[config.mk]
export PLATFORM = sky130hd
export DESIGN_NAME = if_stage_flat
export DESIGN_NICKNAME = d
export VERILOG_FILES = /design/src/rtl/if_stage_pkg.sv /design/src/rtl/if_stage_if.sv /design/src/rtl/if_stage.sv /design/src/flat_wrapper.sv
export SDC_FILE = /design/constraint.sdc
export NUM_CORES = 1
export LEC_CHECK = 0
export ABC_AREA = 0
export CORE_UTILIZATION = 25
export DETAILED_ROUTE_END_ITERATION = 6
export PLACE_DENSITY = 0.61
export SLEW_MARGIN = 0
export SYNTH_ARGS = -nofsm -noshare
export SYNTH_HDL_FRONTEND = slang
export SYNTH_SLANG_ARGS = --single-unit
export TNS_END_PERCENT = 10
[constraint.sdc]
create_clock -name clk -period 6.41 [get_ports clk]
set_input_delay 0.641 -clock clk [delete_from_list [all_inputs] [get_ports clk]]
set_output_delay 0.641 -clock clk [all_outputs]
set_load 0.05 [all_outputs]
[src/rtl/if_stage_pkg.sv]
// Shared definitions for the LA32R instruction-fetch stage: reset PC, the
// fetch-to-decode bus layout and the fetch FSM encoding.
package if_stage_pkg;

    localparam logic [31:0] RESET_PC        = 32'h1c00_0000;
    localparam int          FS_TO_DS_BUS_WD = 65;

    typedef enum logic [1:0] {
        S_REQ  = 2'd0,
        S_WAIT = 2'd1,
        S_HOLD = 2'd2
    } fs_state_t;

    typedef struct packed {
        logic        adef;
        logic [31:0] pc;
        logic [31:0] inst;
    } fs_to_ds_t;

    function automatic logic pc_misaligned(input logic [31:0] pc);
        return pc[1:0] != 2'b00;
    endfunction

    function automatic logic [31:0] seq_pc(input logic [31:0] pc);
        return pc + 32'd4;
    endfunction

endpackage

[src/rtl/if_stage_if.sv]
// SRAM-like instruction bus: one word read, request/address handshake
// followed by a separate data-return handshake.
interface if_stage_if;
    import if_stage_pkg::*;

    logic        inst_sram_req;
    logic [31:0] inst_sram_addr;
    logic        inst_sram_addr_ok;
    logic        inst_sram_data_ok;
    logic [31:0] inst_sram_rdata;

    modport master (
        output inst_sram_req,
        output inst_sram_addr,
        input  inst_sram_addr_ok,
        input  inst_sram_data_ok,
        input  inst_sram_rdata
    );

    modport slave (
        input  inst_sram_req,
        input  inst_sram_addr,
        output inst_sram_addr_ok,
        output inst_sram_data_ok,
        output inst_sram_rdata
    );

endinterface

[src/rtl/if_stage.sv]
// Instruction-fetch stage: owns the fetch PC, keeps at most one read in flight
// and hands {adef, pc, inst} to ID, dropping anything fetched down a wrong path.
module if_stage
    import if_stage_pkg::*;
(
    input  logic                       clk,
    input  logic                       reset,
    input  logic                       br_taken,
    input  logic [31:0]                br_target,
    input  logic                       ds_allowin,
    output logic                       fs_to_ds_valid,
    output logic [FS_TO_DS_BUS_WD-1:0] fs_to_ds_bus,
    if_stage_if.master                 inst_sram
);

    fs_state_t   state,    state_n;
    logic [31:0] req_pc,   req_pc_n;
    logic [31:0] fs_pc,    fs_pc_n;
    logic [31:0] inst_buf, inst_buf_n;
    logic        adef_buf, adef_buf_n;
    logic        cancel,   cancel_n;

    logic        req_aligned;
    logic        req_fire;
    logic        data_fire;
    fs_to_ds_t   bus_q;

    assign req_aligned = !pc_misaligned(req_pc);
    assign req_fire    = inst_sram.inst_sram_req && inst_sram.inst_sram_addr_ok;
    assign data_fire   = (state == S_WAIT) && inst_sram.inst_sram_data_ok;

    assign inst_sram.inst_sram_req  = (state == S_REQ) && !reset && req_aligned;
    assign inst_sram.inst_sram_addr = reset ? RESET_PC : req_pc;

    assign bus_q.adef = adef_buf;
    assign bus_q.pc   = fs_pc;
    assign bus_q.inst = inst_buf;

    // A redirect in the same cycle kills whatever is being offered to ID.
    assign fs_to_ds_valid = (state == S_HOLD) && !br_taken && !reset;
    assign fs_to_ds_bus   = reset ? '0 : bus_q;

    always_comb begin
        state_n    = state;
        req_pc_n   = req_pc;
        fs_pc_n    = fs_pc;
        inst_buf_n = inst_buf;
        adef_buf_n = adef_buf;
        cancel_n   = cancel;

        case (state)
            S_REQ: begin
                if (br_taken) begin
                    req_pc_n = br_target;
                    // The request accepted this cycle is wrong-path; its data must be eaten.
                    if (req_fire) begin
                        cancel_n = 1'b1;
                        state_n  = S_WAIT;
                    end
                end else if (!req_aligned) begin
                    fs_pc_n    = req_pc;
                    adef_buf_n = 1'b1;
                    inst_buf_n = '0;
                    state_n    = S_HOLD;
                end else if (req_fire) begin
                    fs_pc_n  = req_pc;
                    req_pc_n = seq_pc(req_pc);
                    state_n  = S_WAIT;
                end
            end

            S_WAIT: begin
                if (br_taken) begin
                    req_pc_n = br_target;
                    if (data_fire) begin
                        cancel_n = 1'b0;
                        state_n  = S_REQ;
                    end else begin
                        cancel_n = 1'b1;
                    end
                end else if (data_fire) begin
                    if (cancel) begin
                        cancel_n = 1'b0;
                        state_n  = S_REQ;
                    end else begin
                        inst_buf_n = inst_sram.inst_sram_rdata;
                        adef_buf_n = 1'b0;
                        state_n    = S_HOLD;
                    end
                end
            end

            S_HOLD: begin
                if (br_taken) begin
                    req_pc_n = br_target;
                    state_n  = S_REQ;
                end else if (ds_allowin) begin
                    state_n = S_REQ;
                end
            end

            default: begin
                state_n = S_REQ;
            end
        endcase
    end

    // An in-flight bus request is reset along with the bus, so cancel clears too.
    always_ff @(posedge clk) begin
        if (reset) begin
            state    <= S_REQ;
            req_pc   <= RESET_PC;
            fs_pc    <= '0;
            inst_buf <= '0;
            adef_buf <= 1'b0;
            cancel   <= 1'b0;
        end else begin
            state    <= state_n;
            req_pc   <= req_pc_n;
            fs_pc    <= fs_pc_n;
            inst_buf <= inst_buf_n;
            adef_buf <= adef_buf_n;
            cancel   <= cancel_n;
        end
    end

endmodule
[src/flat_wrapper.sv]
// flat-port wrapper written by rule: the top's interface ports become plain ports
module if_stage_flat import if_stage_pkg::*;
  (clk, reset, br_taken, br_target, ds_allowin, fs_to_ds_valid, fs_to_ds_bus, inst_sram_inst_sram_req, inst_sram_inst_sram_addr, inst_sram_inst_sram_addr_ok, inst_sram_inst_sram_data_ok, inst_sram_inst_sram_rdata);
  if_stage_if inst_sram_i ();
  input  logic clk;
  input  logic reset;
  input  logic br_taken;
  input  logic [31:0] br_target;
  input  logic ds_allowin;
  output logic fs_to_ds_valid;
  output logic [FS_TO_DS_BUS_WD-1:0] fs_to_ds_bus;
  output wire logic [$bits(inst_sram_i.inst_sram_req)-1:0] inst_sram_inst_sram_req;
  output wire logic [$bits(inst_sram_i.inst_sram_addr)-1:0] inst_sram_inst_sram_addr;
  input wire logic [$bits(inst_sram_i.inst_sram_addr_ok)-1:0] inst_sram_inst_sram_addr_ok;
  input wire logic [$bits(inst_sram_i.inst_sram_data_ok)-1:0] inst_sram_inst_sram_data_ok;
  input wire logic [$bits(inst_sram_i.inst_sram_rdata)-1:0] inst_sram_inst_sram_rdata;
  assign inst_sram_inst_sram_req = inst_sram_i.inst_sram_req;
  assign inst_sram_inst_sram_addr = inst_sram_i.inst_sram_addr;
  assign inst_sram_i.inst_sram_addr_ok = inst_sram_inst_sram_addr_ok;
  assign inst_sram_i.inst_sram_data_ok = inst_sram_inst_sram_data_ok;
  assign inst_sram_i.inst_sram_rdata = inst_sram_inst_sram_rdata;
  if_stage u_core (.clk(clk), .reset(reset), .br_taken(br_taken), .br_target(br_target), .ds_allowin(ds_allowin), .fs_to_ds_valid(fs_to_ds_valid), .fs_to_ds_bus(fs_to_ds_bus), .inst_sram(inst_sram_i));
endmodule
-- After elaboration in Yosys (flattened, before gate mapping)
Cells that the tools add are included.
- add/subtract/negate cells: 1
- $mul: 0
- div/mod/pow operators: 0
- magnitude comparators: 0
- equality and inequality tests: 14
- shift-type cells: 0
- mux-type cells: 37
- bitwise gates (word level): 1
- reductions and logical operators: 20
- operator list (operator ; number):
    $mux W32 ; 12
    $pmux W32 S2 ; 2
    $mux W65 ; 1
    $add A32 B3 Y32 const B ; 1
    $mux W2 ; 9
    $mux W1 ; 10
    $ne A2 B1 Y1 const B ; 4
    $ne A2 B2 Y1 const B ; 4
    $reduce_and A4 Y1 ; 2
    $reduce_bool A2 Y1 ; 4
    $logic_and A1 B1 Y1 ; 6
    $ne A3 B2 Y1 const B ; 2
    $ne A3 B3 Y1 const B ; 2
    $pmux W2 S3 ; 1
    $reduce_and A6 Y1 ; 1
    $pmux W1 S2 ; 2
    $logic_not A1 Y1 ; 3
    $reduce_and A3 Y1 ; 1
    $eq A2 B1 Y1 const B ; 1
    $eq A2 B2 Y1 const B ; 1
    $logic_not A2 Y1 ; 1
    $reduce_and A2 Y1 ; 1
    $reduce_or A2 Y1 ; 1
    $not A1 Y1 ; 1
- register bits after elaboration: 100
- latch bits: 0
- memory bits (writable): 0
- bits in read-only memories: 0
- input port bits: 70
- logic and storage cells: 79
- memories kept: 0

-- Longest topological paths before layout
- word-level depth: 8
- gate-level depth with buffers: 9
- gate-level depth less buffers: 8

-- Worst setup path after synthesis
Ideal clock, no wire load.
- kind: input port to output port
- from: input reset
- to: output fs_to_ds_bus[37]
- data arrival time: 1.953 ns
- slack: 3.816 ns
- cell stages on the path: 4
- buffers on the path: 3
- cells stage by stage: clkbuf_1 -> clkbuf_1 -> clkbuf_1 -> nor2b_1
- longest elaborated chain between the ends: 1
- RTL lines (item ; line ; text):
    from (decl) ; flat_wrapper.sv:6 ; input logic reset;
    $mux W65 ; if_stage.sv:41 ; assign fs_to_ds_bus = reset ? '0 : bus_q;
    to (decl) ; flat_wrapper.sv:11 ; output logic [FS_TO_DS_BUS_WD-1:0] fs_to_ds_bus;
No other way between the ends.

-- Final worst setup path
- from: input reset
- to: output inst_sram_inst_sram_req
- longest elaborated chain between the ends: 3
- RTL lines (item ; line ; text):
    $logic_not A1 Y1 ; if_stage.sv:32 ; assign inst_sram.inst_sram_req = (state == S_REQ) && !reset && req_aligned;
    $logic_and A1 B1 Y1 (2 in a row) ; if_stage.sv:32 ;
    to (decl) ; flat_wrapper.sv:12 ; output wire logic [$bits(inst_sram_i.inst_sram_req)-1:0] inst_sram_inst_sram_req;
No other way between the ends.

==> flow_summary.ini <==
[route]
wl_per_cell_um = 14.5
vias = 5083
vias_per_cell = 4.61
first_pass_iters = 4
drt-total-wl_um = 16000
drc = 0
drtIter0Drc = 262
drtAntennaViolNets = 0

[clock_network]
htreeDepth = 3
cts_hold_buf = 0
clk_path_buf_depth = 2
root_buffer = clkbuf_16
cts-resized-gates = 0
cts_tree = yes
cts_setup_buffers = 0
clkTransAtPathRegs_ps = 70
clkLatencyLatePin_ps = 360
clock_sinks = 100
numCtsBuffers = 9

[global_route]
grt-ovfl-total = 0
grt_usage_pct = 15.8
grt_max_degree = 83
grt_pass1_vias = 4894
antenna_found_initial = 0
grt_pass1_wl_um = 25300

[synthesis]
synth.avg_cell_area_sq_um = 7.22
synthFlopType = dfxtp_1
synth-seq-area-share_pct = 39.9
postSynth.asyncResetShare_pct = 0
synth_edf_count = 0
syn_area_sq_mm = 0.00501
syn_nets = 770
yosys_warnings = 0
synth_cell_types = 53
synthCells = 695
synth-seq-cells = 100

[layout]
finish.utilization_pct = 36.8
final_layout_size_suffix_gt1_share_pct = 4.06
syn2layout_area_growth_pct = 43.6
final_cell_mix = clkdlybuf4s50_1, nand2_1, dfxtp_1
stdcell_area_sq_mm = 0.00720
final_common_cell = clkdlybuf4s50_1
nets = 907
n_antenna_cell = 0

[power_and_ir_drop]
power_density_mw_per_mm2 = 232
vdd_drop_max_v = 0.000120
power.leakage_nw = 2.74

[worst_setup_path]
critical-path-slowest-cell = clkdlybuf4s50_1
cp.required_ps = 5770
path_cells = buf_4 -> buf_4 -> or4b_4 -> inv_2 -> clkdlybuf4s50_1
path_max_fanout = 82
reg2reg_slack_ps = 3620
cp-start-kind = primary input
cp-end-kind = output port
critPathKind = primary input to output port
cp_common_cell = buf_4
max_stage_delay_ps = 810
critical_path_arrival_ps = 2820

[timing]
fmax_mhz = 289
setup_ws_ps = 2940
slew_headroom_pct = 25.3
finalHoldViolations = 0
fin_crit_ps = 3470
setup_tns_ps = 0
whs_ps = 453
worst_pin_slew_ps = 1120
setup_viol = 0
rsz0062_at_grt = no
period_share_pct = 54.1
fin_skew_ps = 17.6
drv_slew = 0

[placement]
pre_cts_ws_ps = 2930
place_hpwl_um = 11300
gp_congestion = 0.801
place_area_sq_mm = 0.00689
port_buffers = 168

[floorplan]
pin_count = 169
core-area_sq_mm = 0.0196
fp-row-count = 51
die_area_sq_mm = 0.0206
die_height_um = 144
initial_utilization_pct = 25.6
die_w_um = 144

[worst_hold_path]
hold_class = flip-flop to flip-flop

[outcome]
status = complete, no violations

[flow_run]
maxCapViolations = 0
routing by layer:
| metal | part of all wire (%) | track usage (%) |
|---|---|---|
| met3 | 10 | 5.83 |
| met4 | 1.0 | 3.81 |
| met5 | 0 | 0 |
| met1 | 42 | 19.0 |
| met2 | 46 | 26.6 |
final cells by class:
type	count	area (sq um)
well taps	265	332
fillers	2084	12400
inverters	39	146
clock inverters	5	67.6
multi-input cells	507	2680
repair buffers	175	1730
clock buffers	11	243
flip-flops and latches	100	2000
worst max-delay path, delay by kind of cell:
family	cells	cell delay, ps
buffers and inverters	4	1520
AND/OR/NAND/NOR	1	620
power breakdown:
| part | total, mW | internal, mW | switching [mW] |
|---|---|---|---|
| clock network | 0.576 | 0.319 | 0.257 |
| logic | 0.375 | 0.147 | 0.229 |
| registers | 0.721 | 0.661 | 0.0593 |
| total | 1.67 | 1.13 | 0.545 |
cells in the mapped netlist, types with 3 or more instances:
cell	count	area share (%)
nand3_1	21	2.1
clkbuf_1	38	2.8
a22oi_1	4	0.60
nand2_1	151	11
a21oi_1	51	5.1
o21ai_0	71	7.1
nor2_1	38	2.8
inv_1	37	2.8
xor2_1	6	1.0
mux2i_1	4	0.80
nor3_1	11	1.1
ha_1	5	1.2
and3_1	5	0.62
nor4_1	7	0.87
or2_2	4	0.50
nor2b_1	61	7.6
o32a_1	3	0.60
dfxtp_1	100	40
a31oi_1	8	1.0
nand2b_1	4	0.50
and4b_1	3	0.60
nand4_1	7	0.87
and2_1	4	0.50
buf_2	10	1.0
kinds of logic (layout without fill, tap and decap cells):
logic type                 after synthesis  after routing  synth area share [%]
AOI/OAI and AO/OA                      163            163                  18.5
adders and majority gates                5              5                  1.25
DFF                                    100            100                  39.9
muxes                                    4              4                 0.798
xor gates and xnor gates                 7              7                  1.22
buffers and inverters                   88            230                  6.84
and+or+nand+nor                        328            328                  31.4
through the flow:
step / std cells / power (mW)
floorplan: 695 / 0.961
global placement: 1086 / 1.11
detailed placement: 1086 / 1.11
CTS: 1102 / 1.69
global route: 1102 / 1.76
finish: 1102 / 1.67
state kept, by name (all words and copies together) (netlist names):
name and count:
u_core.state 2, u_core.req_pc 32, u_core.inst_buf 32, u_core.cancel 1, u_core.fs_pc 32, u_core.adef_buf 1
final timing paths:
path                    startpoint                 endpoint  cells after the start
hold reg to reg   u_core.fs_pc[22]         u_core.fs_pc[22]                      2
setup reg to reg   u_core.state[0]          u_core.fs_pc[1]                      7
hold / removal    u_core.fs_pc[22]         u_core.fs_pc[22]                      2
setup / recovery             reset  inst_sram_inst_sram_req                      5
(Power assumes the default switching activity.)
